--- config.mk ---
export PLATFORM = sky130hd
export DESIGN_NAME = game_state_ctrl
export DESIGN_NICKNAME = d
export VERILOG_FILES = /design/src/rtl/game_state_ctrl.sv
export SDC_FILE = /design/constraint.sdc
export NUM_CORES = 1
export LEC_CHECK = 0
export CORE_UTILIZATION = 50
export DETAILED_ROUTE_END_ITERATION = 8
export HOLD_SLACK_MARGIN = 0.03
export MAX_ROUTING_LAYER = met4
export PLACE_DENSITY = 0.74
export RECOVER_POWER = 25
export SETUP_SLACK_MARGIN = 0.02
export SKIP_CTS_REPAIR_TIMING = 1
export SLEW_MARGIN = 20
export SYNTH_ARGS = -nofsm -noshare
export SYNTH_HDL_FRONTEND = slang
export SYNTH_SLANG_ARGS = --single-unit
export TNS_END_PERCENT = 20
--- constraint.sdc ---
create_clock -name clk -period 1.9 [get_ports clk]
set_input_delay 0.38 -clock clk [delete_from_list [all_inputs] [get_ports clk]]
set_output_delay 0.38 -clock clk [all_outputs]
set_load 0.1 [all_outputs]
--- src/rtl/game_state_ctrl.sv ---
// ---------------------------------------------------------------------------
// game_state_ctrl
//
// Screen/game sequencer for the 1024x768 @ 65 MHz VGA pipeline. Chooses the
// screen the draw chain shows (menu, ready countdown, play, game over, win)
// and tracks the current level and remaining lives. Time is measured in
// frames, one frame per falling edge of vsync.
//
// Ports:
//   clk          65 MHz pixel clock
//   rst          synchronous, active-high reset
//   vsync        vsync from the vga_if timing bus (falling edge = new frame)
//   start_btn    start key level, already synchronised to clk
//   player_hit   one-cycle pulse: player lost a life
//   level_done   one-cycle pulse: level completed
//   state        MENU=0, READY=1, PLAY=2, GAME_OVER=3, WIN=4
//   start_game   high in every state except MENU (hides draw_menu)
//   level        current level index, 0-based
//   lives        remaining lives
//   round_start  one-cycle pulse on the first cycle of PLAY
// ---------------------------------------------------------------------------
module game_state_ctrl #(
    parameter int START_LIVES  = 3,    // 1..3
    parameter int LEVELS       = 3,    // 1..4
    parameter int READY_FRAMES = 60,   // >= 1
    parameter int END_FRAMES   = 180   // >= 1
) (
    input  logic       clk,
    input  logic       rst,
    input  logic       vsync,
    input  logic       start_btn,
    input  logic       player_hit,
    input  logic       level_done,
    output logic [2:0] state,
    output logic       start_game,
    output logic [1:0] level,
    output logic [1:0] lives,
    output logic       round_start
);

    // The frame counter only has to reach the larger of the two hold times
    // minus one, so clog2 of the larger value is enough (at least one bit).
    localparam int MAX_FRAMES = (READY_FRAMES > END_FRAMES) ? READY_FRAMES : END_FRAMES;
    localparam int CNT_LOG    = $clog2(MAX_FRAMES);
    localparam int CNT_W      = (CNT_LOG < 1) ? 1 : CNT_LOG;

    localparam logic [CNT_W-1:0] READY_LAST = CNT_W'(READY_FRAMES - 1);
    localparam logic [CNT_W-1:0] END_LAST   = CNT_W'(END_FRAMES - 1);
    localparam logic [1:0]       LAST_LEVEL = 2'(LEVELS - 1);
    localparam logic [1:0]       FULL_LIVES = 2'(START_LIVES);

    typedef enum logic [2:0] {
        ST_MENU      = 3'd0,
        ST_READY     = 3'd1,
        ST_PLAY      = 3'd2,
        ST_GAME_OVER = 3'd3,
        ST_WIN       = 3'd4
    } state_t;

    state_t           state_reg;
    logic             start_game_reg;
    logic [1:0]       level_reg;
    logic [1:0]       lives_reg;
    logic             round_start_reg;
    logic [CNT_W-1:0] frame_cnt_reg;
    logic             vs_d;
    logic             btn_d;

    logic tick;
    logic press;

    // One tick per frame on the vsync falling edge; the start key acts
    // only on its rising edge so a held button cannot retrigger.
    assign tick  = vs_d & ~vsync;
    assign press = start_btn & ~btn_d;

    // Single sequential FSM. Every state change clears the frame counter
    // and sets start_game from the destination state, so start_game moves
    // in the same cycle as state.
    always_ff @(posedge clk) begin
        if (rst) begin
            state_reg       <= ST_MENU;
            start_game_reg  <= 1'b0;
            level_reg       <= 2'd0;
            lives_reg       <= FULL_LIVES;
            round_start_reg <= 1'b0;
            frame_cnt_reg   <= '0;
            vs_d            <= 1'b0;
            btn_d           <= 1'b0;
        end else begin
            vs_d            <= vsync;
            btn_d           <= start_btn;
            round_start_reg <= 1'b0;

            // Default frame counting; any transition below overrides with 0.
            if (tick) begin
                frame_cnt_reg <= frame_cnt_reg + CNT_W'(1);
            end

            case (state_reg)
                ST_MENU: begin
                    // Hits, level completions and ticks mean nothing here.
                    if (press) begin
                        state_reg      <= ST_READY;
                        start_game_reg <= 1'b1;
                        level_reg      <= 2'd0;
                        lives_reg      <= FULL_LIVES;
                        frame_cnt_reg  <= '0;
                    end
                end

                ST_READY: begin
                    // Countdown of READY_FRAMES frames before play resumes.
                    if (tick && frame_cnt_reg == READY_LAST) begin
                        state_reg       <= ST_PLAY;
                        start_game_reg  <= 1'b1;
                        round_start_reg <= 1'b1;
                        frame_cnt_reg   <= '0;
                    end
                end

                ST_PLAY: begin
                    // A hit wins over a simultaneous level completion; the
                    // completion is simply lost.
                    if (player_hit) begin
                        frame_cnt_reg  <= '0;
                        start_game_reg <= 1'b1;
                        if (lives_reg <= 2'd1) begin
                            state_reg <= ST_GAME_OVER;
                            lives_reg <= 2'd0;
                        end else begin
                            state_reg <= ST_READY;
                            lives_reg <= lives_reg - 2'd1;
                        end
                    end else if (level_done) begin
                        frame_cnt_reg  <= '0;
                        start_game_reg <= 1'b1;
                        if (level_reg >= LAST_LEVEL) begin
                            state_reg <= ST_WIN;
                        end else begin
                            state_reg <= ST_READY;
                            level_reg <= level_reg + 2'd1;
                        end
                    end
                end

                ST_GAME_OVER, ST_WIN: begin
                    // Fixed-length end screen; the start key cannot cut it
                    // short. Level and lives stay visible until next start.
                    if (tick && frame_cnt_reg == END_LAST) begin
                        state_reg      <= ST_MENU;
                        start_game_reg <= 1'b0;
                        frame_cnt_reg  <= '0;
                    end
                end

                default: begin
                    // Encodings 5..7 are never entered; recover to MENU.
                    state_reg      <= ST_MENU;
                    start_game_reg <= 1'b0;
                    frame_cnt_reg  <= '0;
                end
            endcase
        end
    end

    assign state       = state_reg;
    assign start_game  = start_game_reg;
    assign level       = level_reg;
    assign lives       = lives_reg;
    assign round_start = round_start_reg;

endmodule

# Word-level counts from Yosys, hierarchy flattened
# Cells that the tools add are included.
dict set report totals {
  ff_bits 19
  input_bits 6
}
dict set report op_classes {
  add_sub_neg 3
  order_cmp 2
  eq_ne 14
  mux 31
  n_bitwise 5
  n_reduce_logical 9
}
# cell n
set ops {}
lappend ops {{$mux 8} 6}
lappend ops {{$pmux 8 s4} 1}
lappend ops {{$mux 3} 6}
lappend ops {{$mux 2} 8}
lappend ops {{$ne 2x2->1 const B} 7}
lappend ops {{$pmux 3 s4} 1}
lappend ops {{$add 8x1->8 const B} 1}
lappend ops {{$eq 8x6->1 const B} 1}
lappend ops {{$eq 8x8->1 const B} 1}
lappend ops {{$pmux 2 s2} 2}
lappend ops {{$eq 3x2->1 const B} 2}
lappend ops {{$mux 1} 6}
lappend ops {{$reduce_and 5->1} 1}
lappend ops {{$pmux 1 s4} 1}
lappend ops {{$reduce_and 4->1} 1}
lappend ops {{$reduce_or 2->1} 2}
lappend ops {{$eq 3x1->1 const B} 1}
lappend ops {{$eq 3x3->1 const B} 1}
lappend ops {{$logic_not 3->1} 1}
lappend ops {{$ne 3x3->1 const B} 1}
lappend ops {{$not 1->1} 3}
lappend ops {{$reduce_and 3->1} 1}
lappend ops {{$add 2x1->2 const B} 1}
lappend ops {{$and 1x1->1} 2}
lappend ops {{5 further kinds} 6}

# Logic depth before layout (Yosys ltp)
dict set report logic_depth {
  word_depth 6
  depth_mapped 7
  mapped_depth_nobuf 7
}

# Worst setup path after synthesis
# Ideal clock, no wire load.
dict set report synth_path {
  path_kind {register -> register}
  start {reg state_reg[1], in the netlist state[1]}
  end {reg frame_cnt_reg[0]}
  arrival_time_ns 2.117
  path_slack_ns -0.290
  path_stages_with_launch 6
  synth_period_minus_slack_ns 2.190
  path_cell_list {dfxtp_1 clkbuf_1 a21oi_1 o311ai_4 nor2_8 nor3_2}
}
dict set report synth_between {
  elab_chain_len 3
  elab_cells_between_ends 7
  classes_between {eq/ne: 4; mux: 1; reduce/logical: 2}
}
# element line
set synth_lines {}
lappend synth_lines {{start, declared} 60} ;# state_t state_reg;
lappend synth_lines {{start signal, assigned} 82} ;# state_reg <= ST_MENU;
lappend synth_lines {{start signal, assigned} 104} ;# state_reg <= ST_READY;
lappend synth_lines {{start signal, assigned} 115} ;# state_reg <= ST_PLAY;
lappend synth_lines {{$eq 3x2->1 / $eq 3x3->1 (equally long branches)} 100} ;# case (state_reg)
lappend synth_lines {{$reduce_or 2->1} 100}
lappend synth_lines {{$pmux 8 s4 *} 100}
lappend synth_lines {{end signal, assigned} 97} ;# frame_cnt_reg <= frame_cnt_reg + CNT_W'(1);
lappend synth_lines {{end, declared} 65} ;# logic [CNT_W-1:0] frame_cnt_reg;
# Mark *: on every way between the ends. The rest lies on a longest branch, timed or not.
# A chain may end at the register's enable or synchronous reset.

# Worst setup path in the final report
dict set report layout_path {
  start {reg frame_cnt_reg[1]}
  end {reg state_reg[2], in the netlist state[2]}
}
dict set report layout_between {
  elab_chain_len 4
  elab_cells_between_ends 7
  classes_between {eq/ne: 4; reduce/logical: 3}
}
# element line
set layout_lines {}
lappend layout_lines {{$eq 8x8->1 / $eq 8x6->1 (equally long branches)} {150, 114}}
lappend layout_lines {{$logic_and 1x1->1 (on tied branches)} {150, 114}}
lappend layout_lines {{$ne 2x2->1 (no line)} n/a}
lappend layout_lines {{$reduce_and 4->1 (no line) *} n/a}
lappend layout_lines {{end signal, assigned} 141} ;# state_reg <= ST_READY;
lappend layout_lines {{end signal, assigned} 151} ;# state_reg <= ST_MENU;
lappend layout_lines {{end signal, assigned} 159} ;# state_reg <= ST_MENU;
# Marks and branches as above.

==> out/summary.txt <==
=================================================================================
Clock Skew .........................................................   0.00246 ns
Share of total power in sequential cells ...........................        34.6%
Net count after synthesis ..........................................          116
Required time at the worst-slack endpoint ..........................      2.09 ns
Max-cap violations .................................................            0
Global-route wire length before repair .............................      3440 µm
Avg Vias per Cell ..................................................         5.56
Placement-stage cell area ..........................................     1300 µm²
Worst slew margin ..................................................        59.9%
Post-layout nets ...................................................          144
Hold WS ............................................................     0.373 ns
Internal cell power ................................................       746 µW
Share of async-settable or async-resettable flops after synthesis ..           0%
TritonCTS clock tree ...............................................          yes
Final Hold Violating Endpoints .....................................            0
TritonCTS Buffers ..................................................            3
Number of standard cells in the layout, taps in and fillers out ....          160
Layout area overhead ...............................................        31.6%
Cell Count Post-Placement ..........................................          153
Core area ..........................................................     1820 µm²
Area share of xor/xnor cells in the synthesized design .............        6.00%
Total number of H-tree levels ......................................            1
Port Buf Inserts ...................................................           14
Run status ......................................................... complete, no violations
Initial Utilization ................................................        56.1%
Overall die width ..................................................      47.2 µm
Simple-gate area share of the yosys netlist ........................        35.9%
Type of element capturing the critical path ........................     register
Maximum fanout encountered on the critical timing path .............            4
Type of the setup path with the least slack ........................ register to register
Largest area contributor in the synthesized netlist ................      dfxtp_1
Sequential cell area ...............................................      385 µm²
Source-to-sink clock delay at the later pin of the worst-skew pair .      0.29 ns
Number of endpoints failing setup at the final stage ...............            0
Top-level I/O count ................................................           15
Count of flip-flops with a built-in enable after synthesis .........            0
FILL cells .........................................................          150
Total Die Area .....................................................     2230 µm²
Largest vdd supply drop ............................................       639 µV
Height of the chip .................................................      47.2 µm
Synth Register Bits ................................................           19
Leakage dissipation ................................................  0.000508 µW
Final cycle utilization of the critical path .......................        94.3%
GR Util met1 .......................................................        26.6%
Fraction of power spent switching nets .............................        45.3%
Number of nets with antenna violations after detailed routing ......            0
Count of inserted antenna diode cells ..............................            0
Register area share after synthesis ................................        37.3%
Total Wirelength ...................................................      2160 µm
Remaining Overflow, GRT ............................................            0
Tmin final .........................................................      1.79 ns
Synthesized area per cell ..........................................     9.45 µm²
NetSw ..............................................................       618 µW
Arrival time of data at the critical path endpoint .................      1.99 ns
Clock Sink Count ...................................................           19
Synthesized-area fraction occupied by ao, oa, aoi and oai cells ....        13.1%
Most area-consuming cells after synthesis .......................... dfxtp_1 37%, nor3_2 7.8%, xor2_1 4.3%
Yosys top cell area share ..........................................        37.3%
Worst hold path stage count ........................................            2
Clk Tree Root Cell .................................................     clkbuf_4
Count of synthesis-stage warnings from yosys .......................            0
Proportion of power drawn by the clock network .....................        14.5%
Layout Utilization .................................................        73.8%
Worst Max-Slew Pin Slew ............................................     0.601 ns
Routability congestion estimate ....................................        0.850
Main combinational cell family by area after synthesis ............. simple AND/OR/NAND/NOR gates
Longest Clk Path Bufs ..............................................            2
Most common cell after layout, fill and taps aside .................      dfxtp_1
Portion of total power attributed to combinational logic ...........        50.9%
Area occupied by multi-input gates .................................      624 µm²
Met2 track demand over resource ....................................        38.6%
Final routed DRC violation total ...................................            0
Highest-utilization routing layer at the global route stage ........         met2
Hpwl dp ............................................................      1590 µm
Via count ..........................................................          890
RSZ-0062 raised after global routing ...............................           no
WL/cell ............................................................      13.5 µm
Violation count after the first detailed-routing iteration .........           16
Fmax ...............................................................      558 MHz
Layout cells sized above 1 .........................................        34.1%
Pre-Repair DR Iteration Count ......................................            4
GR Util All Layers .................................................        23.2%
Netlist cell types .................................................           39
Total Power ........................................................      1360 µW
Antenna violations before repair ...................................            0
Largest register FFs ...............................................            8
Vias in the first global route .....................................          829
Worst min-delay path category ...................................... input pin to register
Synthesized area ...................................................     1020 µm²
Element type at the critical path start ............................     register
Prevailing post-synth register cell ................................      dfxtp_1
Adder-cell share of the synthesized area ...........................        2.45%
CTS clock-pin slew for the worst setup and hold paths ..............      0.10 ns
Count of standard-cell rows ........................................           15
Depth of the worst register-to-register path .......................            5
Share of cell area taken by muxes after synthesis ..................        1.96%
Number of max-slew violations in the final report ..................            0
Most frequent cells in the layout .................................. 15 x dfxtp_1, 13 x buf_4, 10 x nand2_1
Maximum number of pins on one net before global-route repair .......           20
Total power divided by cell area ...................................  1010 nW/µm²
Design Area, Final .................................................     1340 µm²
GRT met3 Usage .....................................................        5.00%
Synthesized instance count .........................................          108
=================================================================================
==> synthesized netlist by cell type, types with 2 or more instances <==
cell and instances:
nand3_1 5, nor3_2 8, inv_1 3, dfxtp_1 19, clkbuf_1 3, nand2b_1 3
xor2_1 5, and3_1 2, mux2i_1 2, a21oi_1 6, nand4_1 3, xnor2_1 2
ha_1 2, nand2_1 10, nand3b_1 2, nor2b_1 4, nor2_1 6, nor4_1 2
==> cells by family after synthesis <==
group | Yosys count
fa+ha+maj | 2
compound gates | 16
simple gates | 55
buf+inv | 7
flops | 19
xor+xnor | 7
mux | 2
==> metrics by stage <==
step                      TNS (ns)  setup slack (ns)
after CTS                        0            0.0464
after floorplan                  0           0.00547
after global routing             0            0.0224
after detailed placement     -3.04            -0.272
after global placement       -2.57            -0.242
final                            0             0.109
==> worst max-delay path, stage by stage (launching register included) <==
cell and delay (ns):
dfxtp_1 0.36, ha_2 0.19, nand3b_1 0.11, or4b_1 0.54, and2_4 0.20, o41ai_2 0.30
==> path summary, 6_finish.rpt <==
| path | from | end | slack (ns) |
|---|---|---|---|
| worst max register to register | frame_cnt_reg[1] | state[2] | 0.11 |
| worst min register to register | level[0] | level[0] | 0.47 |
| worst max-delay path | frame_cnt_reg[1] | state[2] | 0.11 |
| worst min-delay path | vsync | vs_d | 0.37 |
==> routing by layer <==
layer,routed length [µm],share of wire [%],vias up
met5,0,0,-
met4,37,1.7,0
met3,105,4.9,4
met2,1070,49,24
met1,948,44,418
li1,-,-,444
==> power by group through the flow <==
stage	Clock (µW)	Sequential (µW)	Combinational [µW]
final	198	472	694
after global routing	219	478	742
after CTS	207	475	653
after detailed placement	0	483	652
after global placement	0	483	642
after floorplan	0	664	295
==> cell type report <==
class	instances	area share, %
timing repair buffer	26	19.7
tap	25	2.33
inverter	3	0.838
sequential	19	28.7
clock buffer	4	1.96
multi-input combinational	83	46.5
(Power assumes the default switching activity.)
